## config.mk

```make
export PLATFORM = sky130hd
export DESIGN_NAME = enemy_sprite_drawer
export DESIGN_NICKNAME = d
export VERILOG_FILES = /design/src/rtl/enemy_gfx_pkg.sv /design/src/rtl/sprite_scan_counter.sv /design/src/rtl/enemy_sprite_drawer.sv
export SDC_FILE = /design/constraint.sdc
export NUM_CORES = 1
export LEC_CHECK = 0
export ABC_AREA = 1
export CAP_MARGIN = 5
export CORE_AREA = 4 4 91 93
export DETAILED_ROUTE_END_ITERATION = 12
export DIE_AREA = 0 0 95 97
export PLACE_DENSITY = 0.76
export SETUP_SLACK_MARGIN = 0.02
export SYNTH_ARGS = -nofsm -noshare
export SYNTH_HDL_FRONTEND = slang
export SYNTH_HIERARCHICAL = 1
export SYNTH_SLANG_ARGS = --single-unit
```

## constraint.sdc

```tcl
create_clock -name clk -period 4.3 [get_ports clk]
set_clock_uncertainty 0.05 [all_clocks]
set_input_delay 1.29 -clock clk [delete_from_list [all_inputs] [get_ports clk]]
set_output_delay 1.29 -clock clk [all_outputs]
set_load 0.02 [all_outputs]
```

## src/rtl/enemy_gfx_pkg.sv

```systemverilog
// Shared screen geometry, 3-bit palette and drawer state encoding for the enemy graphics path.
package enemy_gfx_pkg;

    localparam int SCREEN_W = 160;
    localparam int SCREEN_H = 120;

    localparam logic [2:0] COLOUR_BLACK   = 3'b000;
    localparam logic [2:0] COLOUR_BLUE    = 3'b001;
    localparam logic [2:0] COLOUR_GREEN   = 3'b010;
    localparam logic [2:0] COLOUR_CYAN    = 3'b011;
    localparam logic [2:0] COLOUR_RED     = 3'b100;
    localparam logic [2:0] COLOUR_MAGENTA = 3'b101;
    localparam logic [2:0] COLOUR_YELLOW  = 3'b110;
    localparam logic [2:0] COLOUR_WHITE   = 3'b111;

    typedef enum logic [2:0] {
        ST_IDLE,
        ST_ERASE,
        ST_DRAW,
        ST_HBAR,
        ST_DONE
    } drawer_state_t;

    // Number of filled bar pixels, saturated to the bar width.
    function automatic logic [4:0] bar_fill(input logic [3:0] health, input int barW,
                                            input int healthMax);
        int fill;
        fill = (int'(health) * barW) / healthMax;
        if (fill > barW) fill = barW;
        return 5'(fill);
    endfunction

endpackage

```

## src/rtl/sprite_scan_counter.sv

```systemverilog
// Row-major x/y offset counter over a W x H rectangle, x fastest; shared by every drawer pass.
module sprite_scan_counter
    import enemy_gfx_pkg::*;
#(
    parameter int W = 8,
    parameter int H = 8
) (
    input  logic       clk,
    input  logic       rst,
    input  logic       clear,
    input  logic       step,
    output logic [3:0] xOff,
    output logic [4:0] yOff,
    output logic       last
);

    logic [3:0] xOff_q, xOff_d;
    logic [4:0] yOff_q, yOff_d;
    logic       xEnd;

    assign xEnd = (xOff_q == 4'(W - 1));

    always_comb begin
        xOff_d = xOff_q;
        yOff_d = yOff_q;
        if (clear) begin
            xOff_d = '0;
            yOff_d = '0;
        end else if (step) begin
            if (xEnd) begin
                xOff_d = '0;
                yOff_d = yOff_q + 5'd1;
            end else begin
                xOff_d = xOff_q + 4'd1;
            end
        end
    end

    always_ff @(posedge clk or posedge rst) begin
        if (rst) begin
            xOff_q <= '0;
            yOff_q <= '0;
        end else begin
            xOff_q <= xOff_d;
            yOff_q <= yOff_d;
        end
    end

    assign xOff = xOff_q;
    assign yOff = yOff_q;
    assign last = xEnd && (yOff_q == 5'(H - 1));

endmodule

```

## src/rtl/enemy_sprite_drawer.sv

```systemverilog
// Erases the enemy sprite at its previous position and redraws it, one VGA pixel write per clock.
// Optional health bar above the sprite is enabled by defining HEALTH_BAR_EN.
module enemy_sprite_drawer
    import enemy_gfx_pkg::*;
#(
    parameter int         SPRITE_W   = 8,
    parameter int         SPRITE_H   = 8,
    parameter logic [2:0] BG_COLOUR  = 3'b000,
    parameter int         HEALTH_MAX = 8
) (
    input  logic       clk,
    input  logic       reset,
    input  logic       drawReq,
    input  logic [7:0] enemyX,
    input  logic [6:0] enemyY,
    input  logic [2:0] colourIn,
    input  logic [3:0] health,
    input  logic [2:0] maxHealthColour,
    input  logic [2:0] currHealthColour,
    output logic [7:0] plotX,
    output logic [6:0] plotY,
    output logic [2:0] plotColour,
    output logic       plot,
    output logic       busy,
    output logic       done
);

`ifdef HEALTH_BAR_EN
    localparam int            ERASE_ROWS = SPRITE_H + 1;
    localparam drawer_state_t AFTER_DRAW = ST_HBAR;
    logic [3:0] newHealth_q;
    logic [4:0] fill;
    assign fill = bar_fill(newHealth_q, SPRITE_W, HEALTH_MAX);
`else
    localparam int            ERASE_ROWS = SPRITE_H;
    localparam drawer_state_t AFTER_DRAW = ST_DONE;
    logic unused_hbar;
    assign unused_hbar = ^{health, maxHealthColour, currHealthColour};
`endif

    drawer_state_t state_q, state_d, emit, nextPass;
    logic [7:0] newX_q, prevX_q, srcX;
    logic [6:0] newY_q, prevY_q, srcY;
    logic [2:0] newCol_q, srcCol;
    logic       prevValid_q;
    logic [7:0] plotX_q, plotX_d;
    logic [6:0] plotY_q, plotY_d;
    logic [2:0] plotCol_q, plotCol_d;
    logic       plot_q, plot_d, busy_q, busy_d, done_q, done_d;
    logic       accept, clear, step, passEnd, pixOn, rowEnd, last;
    logic [3:0] xOff;
    logic [4:0] yOff;
    logic [8:0] pixX;
    logic [7:0] pixY;
    logic [2:0] pixCol;

    sprite_scan_counter #(.W(SPRITE_W), .H(ERASE_ROWS)) u_scan (
        .clk  (clk),
        .rst  (reset),
        .clear(clear),
        .step (step),
        .xOff (xOff),
        .yOff (yOff),
        .last (last)
    );

    // The pass emitted at the next edge: on acceptance the first pixel leaves in the same edge.
    always_comb begin
        accept = (state_q == ST_IDLE) && drawReq && !busy_q;
        srcX   = accept ? enemyX   : newX_q;
        srcY   = accept ? enemyY   : newY_q;
        srcCol = accept ? colourIn : newCol_q;
        emit   = state_q;
        if (accept) emit = prevValid_q ? ST_ERASE : ST_DRAW;
        rowEnd   = (xOff == 4'(SPRITE_W - 1));
        pixX     = '0;
        pixY     = '0;
        pixCol   = '0;
        pixOn    = 1'b0;
        passEnd  = 1'b0;
        nextPass = ST_DONE;
        case (emit)
            ST_ERASE: begin
                pixOn    = 1'b1;
                pixX     = {1'b0, prevX_q} + {5'd0, xOff};
                pixY     = (yOff == 5'(SPRITE_H)) ? {1'b0, prevY_q} - 8'd2
                                                  : {1'b0, prevY_q} + {3'd0, yOff};
                pixCol   = BG_COLOUR;
                passEnd  = last;
                nextPass = ST_DRAW;
            end
            ST_DRAW: begin
                pixOn    = 1'b1;
                pixX     = {1'b0, srcX} + {5'd0, xOff};
                pixY     = {1'b0, srcY} + {3'd0, yOff};
                pixCol   = srcCol;
                passEnd  = rowEnd && (yOff == 5'(SPRITE_H - 1));
                nextPass = AFTER_DRAW;
            end
`ifdef HEALTH_BAR_EN
            ST_HBAR: begin
                pixOn    = 1'b1;
                pixX     = {1'b0, newX_q} + {5'd0, xOff};
                pixY     = {1'b0, newY_q} - 8'd2;
                pixCol   = ({1'b0, xOff} < fill) ? currHealthColour : maxHealthColour;
                passEnd  = rowEnd;
                nextPass = ST_DONE;
            end
`endif
            default: ;
        endcase

        state_d = state_q;
        clear   = 1'b0;
        step    = 1'b0;
        case (emit)
            ST_IDLE: clear = 1'b1;
            ST_DONE: begin
                state_d = ST_IDLE;
                clear   = 1'b1;
            end
            default: begin
                if (passEnd) begin
                    state_d = nextPass;
                    clear   = 1'b1;
                end else begin
                    state_d = emit;
                    step    = 1'b1;
                end
            end
        endcase

        // Wide coordinates let off-screen pixels clip instead of wrapping onto the screen.
        plotX_d   = pixX[7:0];
        plotY_d   = pixY[6:0];
        plotCol_d = pixCol;
        plot_d    = pixOn && (pixX < 9'(SCREEN_W)) && (pixY < 8'(SCREEN_H));
        busy_d    = accept || (state_q != ST_IDLE);
        done_d    = (state_q == ST_DONE);
    end

    always_ff @(posedge clk or posedge reset) begin
        if (reset) begin
            state_q     <= ST_IDLE;
            plotX_q     <= '0;
            plotY_q     <= '0;
            plotCol_q   <= '0;
            plot_q      <= 1'b0;
            busy_q      <= 1'b0;
            done_q      <= 1'b0;
            prevValid_q <= 1'b0;
            newX_q      <= '0;
            newY_q      <= '0;
            newCol_q    <= '0;
            prevX_q     <= '0;
            prevY_q     <= '0;
`ifdef HEALTH_BAR_EN
            newHealth_q <= '0;
`endif
        end else begin
            state_q   <= state_d;
            plotX_q   <= plotX_d;
            plotY_q   <= plotY_d;
            plotCol_q <= plotCol_d;
            plot_q    <= plot_d;
            busy_q    <= busy_d;
            done_q    <= done_d;
            if (accept) begin
                newX_q   <= enemyX;
                newY_q   <= enemyY;
                newCol_q <= colourIn;
`ifdef HEALTH_BAR_EN
                newHealth_q <= health;
`endif
            end
            if (state_q == ST_DONE) begin
                prevX_q     <= newX_q;
                prevY_q     <= newY_q;
                prevValid_q <= 1'b1;
            end
        end
    end

    assign plotX      = plotX_q;
    assign plotY      = plotY_q;
    assign plotColour = plotCol_q;
    assign plot       = plot_q;
    assign busy       = busy_q;
    assign done       = done_q;

endmodule

```

* After elaboration in Yosys (flattened, before gate mapping) *
Index checks and enable logic that the tools add are counted.

storage, ports and cells
  flip-flop bits (word level) = 67
  bits of input ports = 31
  output and inout port bits = 21
  word-level logic and storage cells = 70

cells by class
  add/sub/neg operators = 7
  $lt $le $gt $ge = 2
  equality and inequality tests = 7
  multiplexer cells = 24
  reduce and logical (&&, ||, !) cells = 15

operator list
  cell                                                         number
  adder 8 x 4 -> 9 bit                                         2
  one-hot mux 9 bit (2 select lines)                           1
  adder 7 x 5 -> 8 bit                                         2
  2-to-1 mux 8 bit                                             2
  one-hot mux 8 bit (2 select lines)                           1
  2-to-1 mux 3 bit                                             5
  2-to-1 mux 5 bit                                             3
  2-to-1 mux 4 bit                                             3
  less-than comparator 9 x 8 -> 1 bit (second input constant)  1
  less-than comparator 8 x 7 -> 1 bit (second input constant)  1
  subtractor 7 x 2 -> 8 bit (second input constant)            1
  2-to-1 mux 7 bit                                             1
  == test 3 bit (second input constant)                        2
  zero test 3 bit                                              2
  2-to-1 mux 1 bit                                             6
  one-hot mux 3 bit (2 select lines)                           1
  adder 5 x 1 -> 5 bit (second input constant)                 1
  == test 5 x 3 -> 1 bit (second input constant)               1
  == test 5 x 4 -> 1 bit (second input constant)               1
  logical AND 1 bit                                            5
  adder 4 x 1 -> 4 bit (second input constant)                 1
  == test 4 x 3 -> 1 bit (second input constant)               1
  nonzero test 2 bit                                           2
  OR reduction 2 bit                                           2
  7 further kinds                                              7

* Depth between registers and ports, before layout *
  depth in word-level cells = 11
  mapped depth = 23
  depth with buffers taken out = 21

* Cells and area by module *
The synthesis kept the hierarchy.

by module, submodules not included
  module               times used  cells each  area each (um^2)  seq. area each (um^2)
  enemy_sprite_drawer  1           416         3,407.0           1,451.4
  sprite_scan_counter  1           63          505.5             225.2

* Worst setup path before layout *
OpenSTA, ideal clock, no wires.

  path kind = input to register
  from = input port drawReq
  to = register plot_q (netlist: plot)
  setup time = 0.120 ns
  arrival = 3.645 ns
  required time = 4.130 ns
  path slack = 0.485 ns
  stages on the path = 23
  buffers on the path = 2
  cell sequence = inv_1 -> nor2_4 -> nand3_4 -> inv_1 -> buf_4 -> clkbuf_1 -> nand2_1 -> o21ai_0 -> ha_1 -> inv_1 -> fa_1 -> inv_1 -> nand3_1 -> nand2_1 -> nand2_1 -> nand2_1 -> nand2_1 -> nand3_1 -> nand3_1 -> nand2_1 -> nand3_1 -> nand3_1 -> a21oi_2

on the way
  elaborated cells on any way between the ends = 17
  those cells by class = 2 x add/sub; 2 x order compare; 2 x eq/ne; 6 x mux; 5 x reduce/logical

RTL lines
  what                                 RTL line                    text
  from (decl)                          enemy_sprite_drawer.sv:13   input logic drawReq,
  logical AND 1 bit (2 in series)      enemy_sprite_drawer.sv:69   accept = (state_q == ST_IDLE) && drawReq && !busy_q;
  2-to-1 mux 7 bit                     --
  named net srcY[0]                    enemy_sprite_drawer.sv:43   logic [6:0] newY_q, prevY_q, srcY;
  adder 7 x 5 -> 8 bit                 enemy_sprite_drawer.sv:95   pixY = {1'b0, srcY} + {3'd0, yOff};
  one-hot mux 8 bit (2 select lines)   enemy_sprite_drawer.sv:82   case (emit)
  named net pixY[6]                    enemy_sprite_drawer.sv:54   logic [7:0] pixY;
  less-than comparator 8 x 7 -> 1 bit  enemy_sprite_drawer.sv:137  plot_d = pixOn && (pixX < 9'(SCREEN_W)) && (pixY < 8'(SCREEN_H));
  logical AND 1 bit                    enemy_sprite_drawer.sv:137
  named net plot_d                     enemy_sprite_drawer.sv:49   logic plot_q, plot_d, busy_q, busy_d, done_q, done_d;
  to (signal assigned)                 enemy_sprite_drawer.sv:165  plot_q <= plot_d;
  to (decl)                            enemy_sprite_drawer.sv:49

The timed path passes the listed nets, and every way through them passes these cells.
A chain may end at the register's enable or synchronous reset.

* Worst setup path in the final report *
  from = input port drawReq
  to = register plot_q (netlist: plot)

on the way
  word-level cells in the longest chain between the ends = 8
  elaborated cells on any way between the ends = 17
  those cells by class = 2 x add/sub; 2 x order compare; 2 x eq/ne; 6 x mux; 5 x reduce/logical

ends and longest elaborated chain
  what                                 RTL line                    text
  logical AND 1 bit (2 in series)      enemy_sprite_drawer.sv:69
  2-to-1 mux 8 bit                     --
  named net srcX[0]                    enemy_sprite_drawer.sv:42   logic [7:0] newX_q, prevX_q, srcX;
  adder 8 x 4 -> 9 bit                 enemy_sprite_drawer.sv:94   pixX = {1'b0, srcX} + {5'd0, xOff};
  one-hot mux 9 bit (2 select lines)   enemy_sprite_drawer.sv:82
  less-than comparator 9 x 8 -> 1 bit  enemy_sprite_drawer.sv:137
  logical AND 1 bit (2 in series)      enemy_sprite_drawer.sv:137
  named net plot_d                     enemy_sprite_drawer.sv:49

The timed path passes the listed nets, and every way through them passes these cells.

==> impl_metrics.py <==
metrics = {
    "grt": {
        "grt_pass1_wl_um": 15100,
        "grt_overflow": 0,
        "grt_usage_pct": 20.7,
        "grt_pass1_vias": 3306,
        "antenna_found_initial": 0,
        "grt_max_degree": 39,
    },
    "worst_setup_path": {
        "cp.required_ns": 4.52,
        "crit_path_top_delay_cell": "clkdlybuf4s50_1",
        "regToRegStartpoint": "state_q[2]",
        "ff2ff_path_depth": 17,
        "start_kind": "input port",
        "max_stage_delay_ns": 0.45,
        "critPathLaunch": "drawReq",
        "cp_num_buf_inv": 5,
        "crit_family": "buffers and inverters",
        "crit_chain": "clkdlybuf4s50_1, inv_1, nor2_4, nand3_4, inv_1, buf_4, o21ai_0, nand2_1, nand2_1, ha_1, fa_1, nand3_1, and2_0, inv_1, nand3_1, nand2_1, nand3_2, nand2_1, a21oi_2",
        "critPathMaxFanout": 11,
        "worst_r2r_endpoint": "plot",
        "cpMostUsedCell": "nand2_1",
        "r2r_slack_ns": 1.26,
        "crit_end": "plot",
        "crit_path_end_kind": "register",
        "cp.arrival_ns": 4.12,
        "path_class": "input port to register",
        "cp.depth": 19,
    },
    "place": {
        "dp_hpwl_um": 6360,
        "gp_congestion": 0.855,
        "place_inst": 623,
        "io_buffers": 41,
    },
    "timing": {
        "min_period_over_period_pct": 90.6,
        "rsz0062_at_grt": "false",
        "final.setup.tns_ns": 0,
        "finalSetupViolCount": 0,
        "max_freq_mhz": 257,
        "layout_min_cycle_time_ns": 3.90,
        "hold_viol": 0,
        "relSlewSlack_pct": 45.5,
        "worst_slew_pin_slew_ns": 0.816,
        "slew_violations": 0,
    },
    "layout": {
        "nFillCells": 673,
        "fin_cells": 639,
        "fin_util_pct": 61.5,
        "layout_common_cells": "nand2_1 (127), dfrtp_1 (67), inv_1 (62)",
        "final_common_cell": "nand2_1",
        "antennaDiodeCount": 0,
        "drive_above_1_share_pct": 12.8,
        "nets": 583,
        "syn2layout_area_growth_pct": 18.3,
    },
    "routing": {
        "wl_um": 8500,
        "wl_per_cell_um": 13.3,
        "drc": 0,
        "via_count": 3269,
        "drt-initial-drc-count": 154,
        "vias_per_cell": 5.12,
        "drt_first_pass_iters": 4,
        "drtAntennaViolNets": 0,
    },
    "synthesis": {
        "synthDistinctLibCells": 41,
        "synth-main-ff-cell": "dfrtp_1",
        "synth_edf_count": 0,
        "yosysWarnings": 6,
        "ys_seq_area_share_pct": 42.9,
        "synth.avg_cell_area_sq_um": 8.17,
        "synthesis.area_sq_um": 3910,
        "synth_fp_nets": 530,
        "synthTopCellsByArea": "dfrtp_1 (43%), nand2_1 (12%), inv_1 (6.0%)",
        "syn-instance-count": 479,
        "yosysTopAreaCell": "dfrtp_1",
        "synth_top_area_share_pct": 42.9,
        "async_flop_share_pct": 100,
        "synth-seq-cells": 67,
    },
    "clock_tree": {
        "cts.repair.resized": 0,
        "cts-root-buf": "clkbuf_8",
        "cts_buffers": 9,
        "clk_pin_slew_ns": 0.07,
        "postCtsSetupBuffers": 0,
        "cts_buffer_depth": 2,
        "holdBufCountCts": 0,
        "htreeDepth": 3,
        "numClockSinks": 67,
        "cts_tree": "yes",
        "clk_latency_ns": 0.34,
    },
    "pwr": {
        "peakVddDrop_mv": 0.136,
        "p_total_mw": 1.14,
        "power_density_nw_per_um2": 246,
        "power_leakage_nw": 2.35,
    },
    "status": {
        "status": "complete, no violations",
    },
    "floorplanning": {
        "initial_core_util_pct": 52.0,
        "row_count": 32,
        "ios": 52,
        "die_area_sq_um": 9220,
        "coreArea_sq_um": 7530,
        "fp.dieH_um": 97,
        "die_w_um": 95,
    },
    "job": {
        "drv_cap": 0,
    },
    "hold_path": {
        "worstHoldPathType": "register to register",
    },
}
cells by family after synthesis:
| kind of cell | after synthesis | share of synthesized area, % |
|---|---|---|
| compound gates | 64 | 9.47 |
| xor+xnor | 5 | 1.12 |
| fa+ha+maj | 20 | 6.97 |
| buf+inv | 78 | 8.47 |
| flops | 67 | 42.9 |
| simple gates | 245 | 31.1 |
Yosys cell counts, types with 2 or more instances:
library cell    n
a21oi_1        11
a21oi_2         2
buf_2           3
buf_6           2
dfrtp_1        67
fa_1            3
ha_1           17
inv_1          63
inv_2           7
nand2_1       127
nand2_2         5
nand2_4         5
nand3_1        36
nand3_2         2
nand3_4         3
nand3b_1        2
nand4_1        16
nor2_1         28
nor2_2          3
nor2_4          4
o21a_1          2
o21ai_0        30
o21ai_1        13
or2_2           8
xnor2_1         3
xor2_1          2
metal layers:
metal / wire length (um) / global-route usage [%] / vias up
li1: - / - / 1645
met1: 3920 / 29.0 / 1516
met2: 3860 / 31.0 / 87
met3: 525 / 4.59 / 21
met4: 199 / 8.55 / 0
met5: 0 / 0 / -
per-stage QoR:
| step | worst slack, ns | area, sq um | hold WS [ns] |
|---|---|---|---|
| 3_5_place_dp | 0.0806 | 4450 | 0.434 |
| 4_1_cts | 0.430 | 4630 | 0.448 |
| 6_report | 0.403 | 4630 | 0.445 |
| 5_1_grt | 0.137 | 4630 | 0.468 |
| 2_1_floorplan | 0.485 | 3910 | 0.403 |
| 3_3_place_gp | 0.136 | 4450 | 0.417 |
worst min path at each step:
stage	from	end	slack, ns	cells after the start
final	newY_q[1]	prevY_q[1]	0.45	2
after global routing	prevValid_q	prevValid_q	0.47	2
after CTS	newY_q[1]	prevY_q[1]	0.45	2
after detailed placement	prevX_q[1]	prevX_q[1]	0.43	2
after global placement	newX_q[6]	prevX_q[6]	0.42	2
after floorplan	prevValid_q	prevValid_q	0.40	2
registers in the layout (all words and copies together) (netlist names), 4 cells and up:
name / cells
u_scan/yOff: 5
prevY_q: 7
newX_q: 8
plotY: 7
prevX_q: 8
u_scan/xOff: 4
newY_q: 7
plotX: 8
worst reg2reg max path: cells and delay by family (launching register included):
kind	cells	cell delay, ns
flip-flops	1	0.40
adder cells (fa/ha/maj)	2	0.63
AND/OR/NAND/NOR	9	0.87
AO/OA/AOI/OAI	2	0.23
buffers and inverters	4	0.79
area by class of cell:
type	count	area, sq um	area share, %
clock buffer	12	155	3.35
clock inverter	4	25.0	0.541
inverter	70	263	5.68
multi-input combinational	334	1900	41.1
sequential	67	1680	36.2
tap	102	128	2.76
timing repair buffer	50	478	10.3
report_power, final:
| group | leakage [nW] | switching [mW] | internal (mW) |
|---|---|---|---|
| clock network | 0.0884 | 0.238 | 0.239 |
| registers | 0.817 | 0 | 0.630 |
| logic | 1.45 | 0.0169 | 0.0168 |
| total | 2.35 | 0.255 | 0.886 |
Power figures use the tool's default switching activity.
